### src/rtl/dual_cam_line_sched_pkg.sv
// Shared types and defaults for the dual-OV5640 line scheduler.
package dual_cam_pkg;

  localparam int H_ACT_DEF  = 640;
  localparam int V_ACT_DEF  = 480;
  localparam int OFFSET_DEF = 200;

  typedef enum logic [1:0] {
    MODE_SIDE    = 2'd0,
    MODE_CAM0    = 2'd1,
    MODE_CAM1    = 2'd2,
    MODE_OVERLAP = 2'd3
  } mode_t;

  typedef enum logic [2:0] {
    ST_IDLE,
    ST_WAIT_LINE,
    ST_RD_A,
    ST_RD_B,
    ST_DROP,
    ST_HBLANK
  } state_t;

endpackage

### src/rtl/dual_cam_line_sched_if.sv
// Read-side bus of the two camera line FIFOs (level, read data, read enable).
interface dual_cam_line_sched_if #(
  parameter int DW    = 16,
  parameter int LVL_W = 12
);
  logic [LVL_W-1:0] fifo0_level;
  logic [LVL_W-1:0] fifo1_level;
  logic [DW-1:0]    fifo0_q;
  logic [DW-1:0]    fifo1_q;
  logic             fifo0_rd_en;
  logic             fifo1_rd_en;

  modport master (
    input  fifo0_level, fifo1_level, fifo0_q, fifo1_q,
    output fifo0_rd_en, fifo1_rd_en
  );

  modport slave (
    output fifo0_level, fifo1_level, fifo0_q, fifo1_q,
    input  fifo0_rd_en, fifo1_rd_en
  );
endinterface

### src/rtl/dual_cam_line_sched_out_pipe.sv
// Two-stage output alignment: stage 1 carries the valid/source tag beside the
// FIFO read, stage 2 captures the selected FIFO word once it is valid.
module dual_cam_out_pipe #(
  parameter int DW = 16
) (
  input  logic          cmos0_pclk,
  input  logic          sys_rst_n,
  input  logic          tag_valid,
  input  logic          tag_sel,
  input  logic [DW-1:0] fifo0_q,
  input  logic [DW-1:0] fifo1_q,
  output logic [DW-1:0] pixel_data,
  output logic          pixel_href
);

  logic s1_valid;
  logic s1_sel;

  // NOTE: registers are written with <= so every stage samples the pre-edge value of the one before it.
  always_ff @(posedge cmos0_pclk or negedge sys_rst_n) begin
    if (!sys_rst_n) begin
      s1_valid   <= 1'b0;
      s1_sel     <= 1'b0;
      pixel_href <= 1'b0;
      pixel_data <= '0;
    end else begin
      s1_valid   <= tag_valid;
      s1_sel     <= tag_sel;
      pixel_href <= s1_valid;
      // Blank the bus outside active pixels so the writer never sees stale data.
      pixel_data <= !s1_valid ? '0 : (s1_sel ? fifo1_q : fifo0_q);
    end
  end

endmodule

### src/rtl/dual_cam_line_sched.sv
// Line scheduler: drains the cam0/cam1 line FIFOs into one spliced output line
// per input line pair, with fixed horizontal blanking and a frame line count.
module dual_cam_line_sched
  import dual_cam_pkg::*;
#(
  parameter int DW      = 16,
  parameter int H_ACT   = H_ACT_DEF,
  parameter int V_ACT   = V_ACT_DEF,
  parameter int OFFSET  = OFFSET_DEF,
  parameter int H_BLANK = 32,
  parameter int LVL_W   = 12
) (
  input  logic                  cmos0_pclk,
  input  logic                  sys_rst_n,
  input  logic                  frame_start,
  input  logic [1:0]            mode,
  dual_cam_line_sched_if.master fifo,
  output logic [DW-1:0]         pixel_data,
  output logic                  pixel_href,
  output logic                  pixel_sync,
  output logic [9:0]            line_cnt,
  output logic                  resync
);

  localparam int CNT_W = 16;

  state_t           state;
  state_t           state_n;
  mode_t            mode_q;
  logic [CNT_W-1:0] px;
  logic [CNT_W-1:0] seg_len;
  logic             seg_done;
  logic             lvl0_ok;
  logic             lvl1_ok;
  logic             line_ready;
  logic             line_inc;

  assign lvl0_ok = fifo.fifo0_level >= LVL_W'(H_ACT);
  assign lvl1_ok = fifo.fifo1_level >= LVL_W'(H_ACT);

  always_comb begin
    case (mode_q)
      MODE_CAM0: line_ready = lvl0_ok;
      MODE_CAM1: line_ready = lvl1_ok;
      default:   line_ready = lvl0_ok && lvl1_ok;
    endcase
  end

  // Length of the segment served by the current state; RD_A is short in OVERLAP.
  always_comb begin
    case (state)
      ST_RD_A:   seg_len = (mode_q == MODE_OVERLAP) ? CNT_W'(OFFSET) : CNT_W'(H_ACT);
      ST_DROP:   seg_len = CNT_W'(H_ACT - OFFSET);
      ST_RD_B:   seg_len = CNT_W'(H_ACT);
      ST_HBLANK: seg_len = CNT_W'(H_BLANK);
      default:   seg_len = '0;
    endcase
  end

  assign seg_done = (px == seg_len - CNT_W'(1));

  // NOTE: every output of this block gets a default first, so no path leaves one unassigned and no latch is inferred.
  always_comb begin
    state_n  = state;
    line_inc = 1'b0;
    case (state)
      ST_IDLE: ;
      ST_WAIT_LINE: begin
        if (line_ready) state_n = (mode_q == MODE_CAM0) ? ST_RD_B : ST_RD_A;
      end
      ST_RD_A: begin
        if (seg_done) begin
          if (mode_q == MODE_OVERLAP)   state_n = ST_DROP;
          else if (mode_q == MODE_SIDE) state_n = ST_RD_B;
          else                          state_n = ST_HBLANK;
        end
      end
      ST_DROP: begin
        if (seg_done) state_n = ST_RD_B;
      end
      ST_RD_B: begin
        if (seg_done) state_n = ST_HBLANK;
      end
      ST_HBLANK: begin
        if (seg_done) begin
          line_inc = 1'b1;
          state_n  = ((line_cnt + 10'd1) == 10'(V_ACT)) ? ST_IDLE : ST_WAIT_LINE;
        end
      end
      default: state_n = ST_IDLE;
    endcase
    // A new frame overrides everything, including the last blanking cycle.
    if (frame_start) begin
      state_n  = ST_WAIT_LINE;
      line_inc = 1'b0;
    end
  end

  always_ff @(posedge cmos0_pclk or negedge sys_rst_n) begin
    if (!sys_rst_n) begin
      state      <= ST_IDLE;
      px         <= '0;
      mode_q     <= MODE_SIDE;
      line_cnt   <= '0;
      pixel_sync <= 1'b0;
      resync     <= 1'b0;
    end else begin
      state      <= state_n;
      px         <= (state_n != state || frame_start) ? '0 : px + CNT_W'(1);
      pixel_sync <= frame_start;
      if (frame_start) begin
        mode_q   <= mode_t'(mode);
        line_cnt <= '0;
        if (state != ST_IDLE) resync <= 1'b1;
      end else if (line_inc) begin
        line_cnt <= line_cnt + 10'd1;
      end
    end
  end

  // DROP pops cam1 words that fall under the cam0 image; they never reach href.
  assign fifo.fifo1_rd_en = (state == ST_RD_A) || (state == ST_DROP);
  assign fifo.fifo0_rd_en = (state == ST_RD_B);

  dual_cam_out_pipe #(.DW(DW)) u_out_pipe (
    .cmos0_pclk (cmos0_pclk),
    .sys_rst_n  (sys_rst_n),
    .tag_valid  ((state == ST_RD_A) || (state == ST_RD_B)),
    .tag_sel    (state == ST_RD_A),
    .fifo0_q    (fifo.fifo0_q),
    .fifo1_q    (fifo.fifo1_q),
    .pixel_data (pixel_data),
    .pixel_href (pixel_href)
  );

endmodule

### src/flat_wrapper.sv
// flat-port wrapper written by rule: the top's interface ports become plain ports
module dual_cam_line_sched_flat import dual_cam_pkg::*;
#(
  parameter int DW      = 16,
  parameter int H_ACT   = H_ACT_DEF,
  parameter int V_ACT   = V_ACT_DEF,
  parameter int OFFSET  = OFFSET_DEF,
  parameter int H_BLANK = 32,
  parameter int LVL_W   = 12
)
  (cmos0_pclk, sys_rst_n, frame_start, mode, pixel_data, pixel_href, pixel_sync, line_cnt, resync, fifo_fifo0_level, fifo_fifo1_level, fifo_fifo0_q, fifo_fifo1_q, fifo_fifo0_rd_en, fifo_fifo1_rd_en);
  dual_cam_line_sched_if #(.DW(DW), .LVL_W(LVL_W)) fifo_i ();
  input  logic cmos0_pclk;
  input  logic sys_rst_n;
  input  logic frame_start;
  input  logic [1:0] mode;
  output logic [DW-1:0] pixel_data;
  output logic pixel_href;
  output logic pixel_sync;
  output logic [9:0] line_cnt;
  output logic resync;
  input wire logic [$bits(fifo_i.fifo0_level)-1:0] fifo_fifo0_level;
  input wire logic [$bits(fifo_i.fifo1_level)-1:0] fifo_fifo1_level;
  input wire logic [$bits(fifo_i.fifo0_q)-1:0] fifo_fifo0_q;
  input wire logic [$bits(fifo_i.fifo1_q)-1:0] fifo_fifo1_q;
  output wire logic [$bits(fifo_i.fifo0_rd_en)-1:0] fifo_fifo0_rd_en;
  output wire logic [$bits(fifo_i.fifo1_rd_en)-1:0] fifo_fifo1_rd_en;
  assign fifo_i.fifo0_level = fifo_fifo0_level;
  assign fifo_i.fifo1_level = fifo_fifo1_level;
  assign fifo_i.fifo0_q = fifo_fifo0_q;
  assign fifo_i.fifo1_q = fifo_fifo1_q;
  assign fifo_fifo0_rd_en = fifo_i.fifo0_rd_en;
  assign fifo_fifo1_rd_en = fifo_i.fifo1_rd_en;
  dual_cam_line_sched #(.DW(DW), .H_ACT(H_ACT), .V_ACT(V_ACT), .OFFSET(OFFSET), .H_BLANK(H_BLANK), .LVL_W(LVL_W)) u_core (.cmos0_pclk(cmos0_pclk), .sys_rst_n(sys_rst_n), .frame_start(frame_start), .mode(mode), .fifo(fifo_i), .pixel_data(pixel_data), .pixel_href(pixel_href), .pixel_sync(pixel_sync), .line_cnt(line_cnt), .resync(resync));
endmodule
### config.mk
export PLATFORM = sky130hd
export DESIGN_NAME = dual_cam_line_sched_flat
export DESIGN_NICKNAME = d
export VERILOG_FILES = /design/src/rtl/dual_cam_line_sched_pkg.sv /design/src/rtl/dual_cam_line_sched_if.sv /design/src/rtl/dual_cam_line_sched_out_pipe.sv /design/src/rtl/dual_cam_line_sched.sv /design/src/flat_wrapper.sv
export SDC_FILE = /design/constraint.sdc
export NUM_CORES = 1
export LEC_CHECK = 0
export ABC_AREA = 1
export CAP_MARGIN = 10
export CORE_UTILIZATION = 45
export CTS_BUF_LIST = sky130_fd_sc_hd__clkbuf_8 sky130_fd_sc_hd__clkbuf_16
export DETAILED_ROUTE_END_ITERATION = 8
export GPL_TIMING_DRIVEN = 0
export HOLD_SLACK_MARGIN = 0.03
export MAX_ROUTING_LAYER = met4
export PLACE_DENSITY = 0.81
export SYNTH_ARGS = -nofsm -noshare
export SYNTH_HDL_FRONTEND = slang
export SYNTH_HIERARCHICAL = 1
export SYNTH_SLANG_ARGS = --single-unit
### constraint.sdc
create_clock -name cmos0_pclk -period 3.95 [get_ports cmos0_pclk]
set_input_delay 0.395 -clock cmos0_pclk [delete_from_list [all_inputs] [get_ports cmos0_pclk]]
set_output_delay 0.395 -clock cmos0_pclk [all_outputs]
set_load 0.02 [all_outputs]
==> results of run 1 <==
[through the flow]
step / cells / util (%)
after global routing: 647 / 60.5
after floorplan: 462 / -
after global placement: 638 / 58.8
final: 647 / 60.5
after CTS: 647 / 60.5
after detailed placement: 639 / 59.0
[sequential cells by signal (all words and copies together), names as in the netlist]
signal / cells
u_core/state: 3
u_core/line_cnt: 10
u_core/mode_q: 2
u_core/pixel_sync: 1
u_core/u_out_pipe/s1_sel: 1
u_core/resync: 1
u_core/px: 16
u_core/u_out_pipe/s1_valid: 1
u_core/u_out_pipe/pixel_href: 1
u_core/u_out_pipe/pixel_data: 16
[worst paths after layout]
path,start,endpoint,slack (ns),depth (start not counted)
min reg2reg,u_core/u_out_pipe/s1_valid,u_core/u_out_pipe/pixel_href,0.38,0
max,u_core/state[0],u_core/px[8],0.75,22
min,sys_rst_n,u_core/u_out_pipe/pixel_data[11],0.09,1
max in group asynchronous,sys_rst_n,u_core/px[5],3.30,2
max reg2reg,u_core/state[0],u_core/px[8],0.75,22
min in group cmos0_pclk,u_core/u_out_pipe/s1_valid,u_core/u_out_pipe/pixel_href,0.38,0
[logic make-up (layout without fill, tap and decap cells)]
kind of cell	count (synthesis)	count (layout)
xor+xnor	17	17
buf+inv	76	162
fa+ha+maj	8	8
mux	1	1
compound gates	23	23
flops	52	52
simple gates	285	285
[per-layer routing]
layer	track usage, %	wire [um]	vias up
li1	-	-	1603
met1	25.0	3360	1455
met2	40.3	4170	71
met3	3.45	333	10
met4	7.18	127	0
met5	-	0	-
[report_power, final]
| part | internal (W) | switching (W) |
|---|---|---|
| clock | 0.000188 | 0.000184 |
| combinational | 0.000217 | 0.000310 |
| sequential | 0.000579 | 0.0000233 |
| total | 0.000984 | 0.000517 |
[area by class of cell]
type	count	area [sq um]	share of cell area (%)
tap	99	124	2.84
multi-input combinational	334	1700	38.9
buffer	13	108	2.46
clock inverter	3	42.5	0.974
inverter	63	239	5.47
sequential	52	1300	29.8
timing repair buffer	78	786	18.0
clock buffer	5	68.8	1.58
[placed cells by master, fill, tap and decap left out, types with 7 or more instances in the layout]
cell type          n
ha_1               8
nand2_1          136
nand3_1           35
nand4_1            8
xor2_1            16
nor2_1            63
clkdlybuf4s50_1   76
nor2_2             8
buf_6              7
dfrtp_1           52
inv_1             59
nor3_2            10
o21ai_0           10
nor3_1             8
[worst register-to-register path, cell delays in order (launching register included)]
cell     delay [ns]
dfrtp_1        0.36
buf_2          0.17
nor2_2         0.15
nand2_1        0.19
nand2_1        0.14
inv_1          0.05
ha_1           0.28
nand2_1        0.13
nand2_1        0.08
nand2_1        0.06
nand2_1        0.05
nor2_1         0.17
nand2_1        0.12
nor2_4         0.15
nand3_2        0.12
nand2_1        0.08
nand2_1        0.08
nand2_1        0.09
nor2_1         0.06
nor2_2         0.11
nand3_2        0.18
buf_6          0.22
nor3_2         0.12
[Yosys cell counts (2+ instances only)]
master	instances	area (sq um)
o22ai_1	6	37.5
nand3_2	3	30.0
ha_1	8	100
nand2_1	136	510
nor2_4	2	22.5
nand4_1	8	50.1
inv_1	59	221
xor2_1	16	140
nor2_1	63	236
nand3_1	35	175
and2_1	2	12.5
nor2_2	8	50.1
clkbuf_1	3	11.3
a21oi_1	6	30.0
or2_2	2	12.5
buf_6	7	78.8
o21ai_0	10	50.1
inv_2	2	7.51
nand2_2	2	12.5
nand2_4	2	22.5
nor4_1	2	12.5
nor3_2	10	100
dfrtp_1	52	1300
nor3_1	8	40.0
==> impl_results.md, run 1 <==
- Post-synthesis instance area: ~0.0033 sq mm
- Count of final max-slew check failures: 0
- Sequential share of the synthesized area: 38.9%
- Number of setup buffers added after CTS: 0
- Sum Neg Setup Slack: 0 ns
- Clock period minus final worst setup slack: 3.20 ns
- Highest net fanout along the worst path: 10
- Die Outline Area: between 0.007 and 0.008 sq mm
- Final Setup Violations: 0
- Die extent in x: ~90 um
- Synthesis Warnings: 6
- Maximum cell stage delay along the critical path: between 0.3 and 0.4 ns
- Gates resized, CTS repair: 0
- Post-synthesis share of cell area spent on and, or, nand and nor gates: just under 40%
- Core Footprint: 0.00721 sq mm
- Initial core utilization: between 40% and 50%
- Die extent in y: about 90 um
- Routability-driven placement congestion ratio: 0.893
- Hold_buf cts: 0
- Max Cap Viol: 0
- Slew headroom: between 50% and 60%
- Site Rows: 31
- Combinational family with the most area after synthesis: simple AND/OR/NAND/NOR gates
- Synth Area in XOR/XNOR: 4.45%
- CTS clock-pin slew for the worst setup and hold paths: around 0.10 ns
- Crit-path most repeated cell: nand2_1
- Fraction of final layout cells with drive strength greater than 1: 9.67%
- Clk Latency, worst-skew pair: between 0.3 and 0.4 ns
- Crit path buf inv count: 3
- Number of distinct standard cells referenced by the synthesized netlist: 34
- Proportion of synthesized area in mux cells: less than 1%
- Arrival time at the worst endpoint: around 3.4 ns
- Category of the worst setup path capture point: flip-flop
- Final hold viol count: 0
- Vias per cell: 4.85
- Required time at the worst-slack endpoint: 4.19 ns
- Kind of cell with the highest combined delay on the critical path: simple AND/OR/NAND/NOR gates
- Syn avg cell area: between 7 and 8 sq um
- Number of sinks on the clock net: between 50 and 60
- Power density over the cells: about 340 mW/mm^2
- Master of the slowest instance on the critical path: dfrtp_1
- Detailed-route via count: 3,139
- RSZ-0062 raised after global routing: false
- Maximum resistive drop on vdd: ~0.18 mV
- Leftover overflow at the end of global routing: 0
- Worst Tran Pin Value: a little over 0.6 ns
- Residual DRC: 0
- TritonCTS clock tree: built
- Post-place instance area: between 0.004 and 0.005 sq mm
- Vias in the first global route: just under 3,000
- Setup slack after placement: roughly 0.78 ns
- Primary FF master, synth: dfrtp_1
- Antenna violations before repair: 0
- Num ports: 92
- Total of fill cells in the finished design: 668
- Critical path, cell by cell: buf_2, nor2_2, nand2_1, nand2_1, inv_1, ha_1, nand2_1, nand2_1, nand2_1, nand2_1, nor2_1, nand2_1, nor2_4, nand3_2, nand2_1, nand2_1, nand2_1, nor2_1, nor2_2, nand3_2, buf_6, nor3_2
- Global-route wire length before repair: around 13,000 um
- Number of enable-type register cells in the synthesized netlist: 0
- First-pass iteration count of the detailed router: 4
- Average routed wire per standard cell: ~12 um
- Leakage power summed over all cells: between 2 and 2.5 nW
- Non-Filler Cell Area, Final: about 0.0044 sq mm
- Number of nets in the synthesized netlist: between 500 and 600
- Layout overhead on the synthesized area: 30.5%
- CTS HTree Levels: 2
- F_max: around 0.31 GHz
- Post-Route WL: 8000 um
- Starting DRT DRC Count: approximately 170
- Number of register bits inferred by synthesis: 52
- Final antenna diode count: 0
- Hold/Removal Path Class: input port to asynchronous set/reset pin
- Status: finished clean
- Post-synth ARST share: 100%
- Crit Path Category: flip-flop to flip-flop
- Maximum number of pins on one net before global-route repair: 28
- Complex-gate fraction of the synthesized area: 3.74%
- Post-route worst setup slack: 0.747 ns
- DPL Wire Length: around 6200 um
- CTS Buffer Depth: 2
- Clock Root Buffer: clkbuf_8
- Number of clock buffers inserted by TritonCTS: 5
- Adder and majority gate portion of the synthesized area: 2.99%
- Overall track demand over capacity in global routing: 22.3%
- Startpoint Class: flip-flop
- Final period utilization: approximately four fifths
- Cell count after synthesis: ~460
- Number of antenna-violating nets in the routed design: 0
- Final Net Count: slightly above 600
- Worst hold slack: around 0.088 ns
- Port bufs: a little under 80
- Skew final: about 0.0065 ns
- Total power of the final layout: about 0.0015 W
No activity file was read; power rests on OpenSTA's default activity.
==> run 2: changes to the inputs <==
- CORE_UTILIZATION: 45 -> 44
- PLACE_DENSITY: 0.81 -> 0.82
- clock period: 3.95 -> 2.9 ns (I/O delays scaled with it)
==> impl_results.md, run 2 (synthesis results as in run 1) <==
- Setup slack after placement: -0.218 ns (-1.00 ns)
- Total power of the final layout: 0.00220 W (+46%)
- Vias in the first global route: 3,389 (+15%)
- Final Setup Violations: 14 (+14)
- Final hold viol count: 0 (unchanged)
- Required time at the worst-slack endpoint: 3.09 ns (-1.10 ns)
- Die Outline Area: 0.00795 sq mm (+2.2%)
- Hold/Removal Path Class: flip-flop to flip-flop
- Leftover overflow at the end of global routing: 0 (unchanged)
- Post-route worst setup slack: -0.0255 ns (-0.772 ns)
- Highest net fanout along the worst path: 6 (-4)
- Most used cells in the layout excluding fill and tap cells: nand2_1 (127), clkdlybuf4s50_1 (76), nor2_1 (59)
- Area of the multi-input gates: 0.00190 sq mm (+12%)
- Overall track demand over capacity in global routing: 23.8% (+1.5 points)
- Slew headroom: 56.7% (-2.3 points)
- Skew final: 0.00940 ns (+0.00293 ns)
- DPL Wire Length: 6220 um (-0.25%)
- Maximum resistive drop on vdd: 0.280 mV (+56%)
- Antenna violations before repair: 0 (unchanged)
- Port bufs: 77 (unchanged)
- CTS HTree Levels: 2 (unchanged)
- RSZ-0062 raised after global routing: true
- Startpoint Class: flip-flop
- Crit Path Category: flip-flop to flip-flop
- Leakage power summed over all cells: 2.23 nW (+11%)
- Layout overhead on the synthesized area: 45.2%
- Biggest registers after layout: u_core/px x16, u_core/u_out_pipe/pixel_data x16, u_core/line_cnt x10
- Fin util: 66.6% (+6.1 points)
- Final period utilization: 101% (+20 points)
- Clock Root Buffer: clkbuf_8
- Worst Tran Pin Value: 0.650 ns (+0.0341 ns)
- Starting DRT DRC Count: 199 (+18%)
- Power density over the cells: 452 mW/mm^2 (+32%)
- Most common cell after layout, fill and taps aside: nand2_1
- Maximum number of pins on one net before global-route repair: 29 (+3.6%)
- Fraction of final layout cells with drive strength greater than 1: 19.4% (+9.7 points)
- Violations in the final reports: negative setup slack
- Register area: 0.00130 sq mm (+0.19%)
- Die extent in y: 89.2 um (+1.1%)
- Number of antenna-violating nets in the routed design: 0 (unchanged)
- Final Net Count: 646 (+4.9%)
- Detailed-route via count: 3,378 (+7.6%)
- Residual DRC: 0 (unchanged)
- CTS Buffer Depth: 2 (unchanged)
- Number of sinks on the clock net: 52 (unchanged)
- Clk Latency, worst-skew pair: 0.31 ns (about the same)
- F_max: 0.342 GHz (+9.5%)
- Initial core utilization: 45.9% (-0.49 points)
- Global-route wire length before repair: 14,300 um (+9.5%)
- Average routed wire per standard cell: 13.2 um (+6.9%)
- TritonCTS clock tree: built
- Post-Route WL: 8940 um (+12%)
- Die extent in x: 89.2 um (+1.1%)
- Total of fill cells in the finished design: 598 (-10%)
- Num ports: 92 (unchanged)
- Worst hold slack: 0.388 ns (+0.300 ns)
- CTS clock-pin slew for the worst setup and hold paths: 0.10 ns (about the same)
- Category of the worst setup path capture point: flip-flop
- Vias per cell: 4.99 (+2.8%)
- Number of clock buffers inserted by TritonCTS: 5 (unchanged)
- Site Rows: 31 (unchanged)
- Max Cap Viol: 0 (unchanged)
- Number of standard cells in the layout, taps in and fillers out: 677 (+4.6%)
- Clock period minus final worst setup slack: 2.93 ns (-0.278 ns)
- Final antenna diode count: 0 (unchanged)
- Count of final max-slew check failures: 0 (unchanged)
- Core Footprint: 0.00729 sq mm (+1.1%)
- Number of placed instances with taps included: 639 (unchanged)
- First-pass iteration count of the detailed router: 4 (unchanged)
- Arrival time at the worst endpoint: 3.11 ns (-0.33 ns)
- Status: finished with violations
- Routability-driven placement congestion ratio: 0.873 (-2.3%)
## run 2: changes by cell type in the layout (fill, tap and decap cells not counted), moves of 4 or more
cell and change:
nand2_2 +8, nor3_1 -6, buf_4 +24, nand2_1 -9, nor2_1 -4, nor2_4 +6, nor3_4 +9
## run 2: repair_timing
item / 4_1_cts / 5_1_grt
hold buffers: 1 / 0
resized for setup: 20 / 41
endpoints found under the setup margin: 26 / 27
cloned: 1 / 1
setup buffers: 19 / 11
endpoints found under the hold margin: 27 / 0
pin swaps: 11 / 20
## run 2: worst max-delay path, stage by stage (launching register included)
cell and delay (ns):
dfrtp_1 0.38, ha_2 0.21, inv_2 0.05, nor2_4 0.11, nand2_2 0.07, nand2_2 0.07
inv_2 0.05, ha_4 0.26, xor2_2 0.17, nand3_2 0.11, nor2_4 0.11, nand2_2 0.07
nor2_4 0.16, nand3_4 0.11, nand2_1 0.11, nand3_2 0.07, nand3_2 0.13, nor2_4 0.06
nor2_4 0.26, buf_8 0.19, nor3_4 0.05
## run 2: area by class of cell
type                       count  area share (%)
sequential                    52            26.8
inverter                      63            4.92
buffer                        12            2.40
tap                           99            2.55
multi-input combinational    334            39.2
clock inverter                 2           0.232
timing repair buffer         109            22.2
clock buffer                   6            1.70
## run 2: per-stage QoR
stage | cell area, sq um | TNS, ns
after CTS | 4610 | -0.0223
final | 4860 | -0.275
after detailed placement | 4250 | -2.86
after global routing | 4860 | -2.10
after floorplan | 3340 | 0
after global placement | 4240 | -1.79
## run 2: path summary, 6_finish.rpt
kind	startpoint	to	slack [ns]	cells after the start
setup / recovery	u_core/mode_q[0]	u_core/px[11]	-0.03	20
hold / removal	u_core/u_out_pipe/s1_valid	u_core/u_out_pipe/pixel_href	0.39	0
setup reg to reg	u_core/mode_q[0]	u_core/px[11]	-0.03	20
hold reg to reg	u_core/u_out_pipe/s1_valid	u_core/u_out_pipe/pixel_href	0.39	0
max in group asynchronous	sys_rst_n	u_core/state[1]	1.79	3
min in group asynchronous	sys_rst_n	u_core/u_out_pipe/pixel_data[6]	0.54	2
## run 2: per-layer routing
layer | vias to the layer above | global-route usage [%] | share of wire, %
li1 | 1670 | - | -
met4 | 0 | 9.81 | 2.5
met5 | - | - | 0
met3 | 24 | 4.06 | 4.3
met2 | 104 | 43.6 | 54
met1 | 1580 | 25.3 | 40
## run 2: power by group
part           leakage, nW  internal, W  switching, W
registers            0.699     0.000790     0.0000494
clock network       0.0486     0.000191      0.000240
logic                 1.48     0.000416      0.000509
total                 2.23      0.00140      0.000799
==> run 3: changes to the inputs <==
- CTS_CLUSTER_DIAMETER: default -> 80
- SLEW_MARGIN: default -> 25
==> impl_results.md, run 3 (synthesis results as in run 1) <==
- Final period utilization: 101% (+0.33 points)
- DPL Wire Length: 6070 um (-2.4%)
- Number of antenna-violating nets in the routed design: 0 (unchanged)
- Count of final max-slew check failures: 0 (unchanged)
- Number of sinks on the clock net: 52 (unchanged)
- Initial core utilization: 45.9% (unchanged)
- Critical path, cell by cell: buf_6, nor2_4, nand2_2, buf_4, ha_4, nand2_1, nand2_2, nand2_1, nand2_1, nor2_4, nand2_2, nor2_4, nand3_4, nand2_2, nand2_2, nand2_2, nor2_2, nor2_2, nand3_4, buf_6, nor3_2
- Vias in the first global route: 3,266 (-3.6%)
- Final Net Count: 639 (-1.1%)
- Die extent in y: 89.2 um (unchanged)
- Maximum number of pins on one net before global-route repair: 53 (+83%)
- First-pass iteration count of the detailed router: 5 (+1)
- Port bufs: 77 (unchanged)
- Starting DRT DRC Count: 165 (-17%)
- Max Cap Viol: 0 (unchanged)
- Average routed wire per standard cell: 13.4 um (+1.7%)
- Layout overhead on the synthesized area: 41.7%
- Detailed-route via count: 3,406 (+0.83%)
- CTS clock-pin slew for the worst setup and hold paths: 0.09 ns (about the same)
- Leakage power summed over all cells: 2.16 nW (-3.2%)
- Master of the slowest instance on the critical path: dfrtp_1
- Post-route worst setup slack: -0.0350 ns (-0.00949 ns)
- Total of fill cells in the finished design: 609 (+1.8%)
- Overall track demand over capacity in global routing: 23.6% (-0.15 points)
- Number of placed instances with taps included: 638 (-0.16%)
- Clock period minus final worst setup slack: 2.94 ns (+0.00949 ns)
- Clk Latency, worst-skew pair: 0.31 ns (about the same)
- Global-route wire length before repair: 14,200 um (-0.44%)
- Arrival time at the worst endpoint: 3.17 ns (+0.06 ns)
- Sum Neg Setup Slack: -0.0409 ns (+0.234 ns)
- Final Setup Violations: 2 (-12)
- RSZ-0062 raised after global routing: true
- Leftover overflow at the end of global routing: 0 (unchanged)
- Violations in the final reports: negative setup slack
- Slew headroom: 56.7% (about the same)
- Die Outline Area: 0.00795 sq mm (unchanged)
- Fraction of final layout cells with drive strength greater than 1: 18.6% (-0.81 points)
- Num ports: 92 (unchanged)
- Maximum resistive drop on vdd: 0.220 mV (-22%)
- Startpoint Class: flip-flop
- Highest net fanout along the worst path: 7 (+1)
- TritonCTS clock tree: built
- Residual DRC: 0 (unchanged)
- Routability-driven placement congestion ratio: 0.873 (unchanged)
- Number of clock buffers inserted by TritonCTS: 5 (unchanged)
- F_max: 0.341 GHz (-0.32%)
- Total power of the final layout: 0.00216 W (-1.4%)
- CTS HTree Levels: 2 (unchanged)
- Category of the worst setup path capture point: flip-flop
- Skew final: 0.00863 ns (-0.000770 ns)
- Required time at the worst-slack endpoint: 3.13 ns (+0.04 ns)
- Worst Tran Pin Value: 0.649 ns (-0.000507 ns)
- Clock Root Buffer: clkbuf_8
- Die extent in x: 89.2 um (unchanged)
- Maximum cell stage delay along the critical path: 0.41 ns (+0.03 ns)
- Site Rows: 31 (unchanged)
- Crit-path most repeated cell: nand2_2
- Power density over the cells: 457 mW/mm^2 (+1.0%)
- Antenna violations before repair: 0 (unchanged)
- Core Footprint: 0.00729 sq mm (unchanged)
- Status: finished with violations
- Crit Path Category: flip-flop to flip-flop
- Biggest registers after layout: u_core/px x16, u_core/u_out_pipe/pixel_data x16, u_core/line_cnt x10
- Most common cell after layout, fill and taps aside: nand2_1
- Vias per cell: 5.08 (+1.9%)
- Final hold viol count: 0 (unchanged)
- CTS Buffer Depth: 2 (unchanged)
- Number of standard cells in the layout, taps in and fillers out: 670 (-1.0%)
- Most used cells in the layout excluding fill and tap cells: nand2_1 (123), clkdlybuf4s50_1 (76), nor2_1 (60)
- Final antenna diode count: 0 (unchanged)
- Hold/Removal Path Class: flip-flop to flip-flop
- Post-Route WL: 8990 um (+0.60%)
run 3: changes by cell type in the layout (fill, tap and decap cells not counted), sizes merged:
cell	change
buf	-6
clkbuf	-1
run 3: cell type report:
cell class / instances / area [sq um] / area share [%]
clock inverter: 2 / 11.3 / 0.238
sequential: 52 / 1300 / 27.5
clock buffer: 6 / 82.6 / 1.74
multi-input combinational: 334 / 1860 / 39.1
timing repair buffer: 101 / 1000 / 21.1
buffer: 13 / 123 / 2.59
tap: 99 / 124 / 2.61
inverter: 63 / 239 / 5.04
run 3: worst paths after layout:
path                            cells past startpoint  slack [ns]                       start                         endpoint
worst max register to register                     21       -0.04             u_core/state[0]                     u_core/px[4]
worst max-delay path                               21       -0.04             u_core/state[0]                     u_core/px[4]
worst min-delay path                                0        0.39  u_core/u_out_pipe/s1_valid     u_core/u_out_pipe/pixel_href
min in group asynchronous                           2        0.53                   sys_rst_n  u_core/u_out_pipe/pixel_data[5]
max in group asynchronous                           2        1.90                   sys_rst_n                  u_core/state[1]
worst min register to register                      0        0.39  u_core/u_out_pipe/s1_valid     u_core/u_out_pipe/pixel_href
run 3: routing by layer:
metal,GRT usage [%],vias to the layer above,share of wire (%)
li1,-,1654,-
met1,25.9,1611,40
met2,43.8,116,53
met3,3.51,25,5.1
met4,7.50,0,2.3
met5,-,-,0
run 3: per-stage QoR:
stage | cell area (sq um) | setup WS (ns) | util [%] | hold slack [ns]
global route | 4740 | -0.173 | 65.0 | 0.414
floorplan | 3340 | 0.291 | - | -0.00559
finish | 4740 | -0.0350 | 65.0 | 0.388
global placement | 4240 | -0.169 | 58.1 | 0.361
CTS | 4590 | -0.0244 | 62.9 | 0.388
detailed placement | 4240 | -0.232 | 58.1 | 0.362
run 3: power by group:
group	leakage, nW	switching (W)	total [W]	internal [W]
Sequential	0.700	0.0000352	0.000824	0.000789
Combinational	1.41	0.000497	0.000908	0.000411
Clock	0.0486	0.000241	0.000431	0.000191
Total	2.16	0.000773	0.00216	0.00139
run 3: worst max-delay path, delay by kind of cell, from the launching register on:
family	cells	cell delay (ns)
flops	1	0.41
buf+inv	3	0.48
fa+ha+maj	1	0.16
simple gates	17	1.81
run 3: repair_timing:
| action | CTS | global route |
|---|---|---|
| hold buffers | 1 | 0 |
| hold endpoints to repair | 8 | 0 |
| endpoints found under the setup margin | 26 | 26 |
| gates resized for setup | 23 | 31 |
| pin swaps | 19 | 27 |
| buffers inserted | 15 | 6 |
| cloned | 2 | 0 |
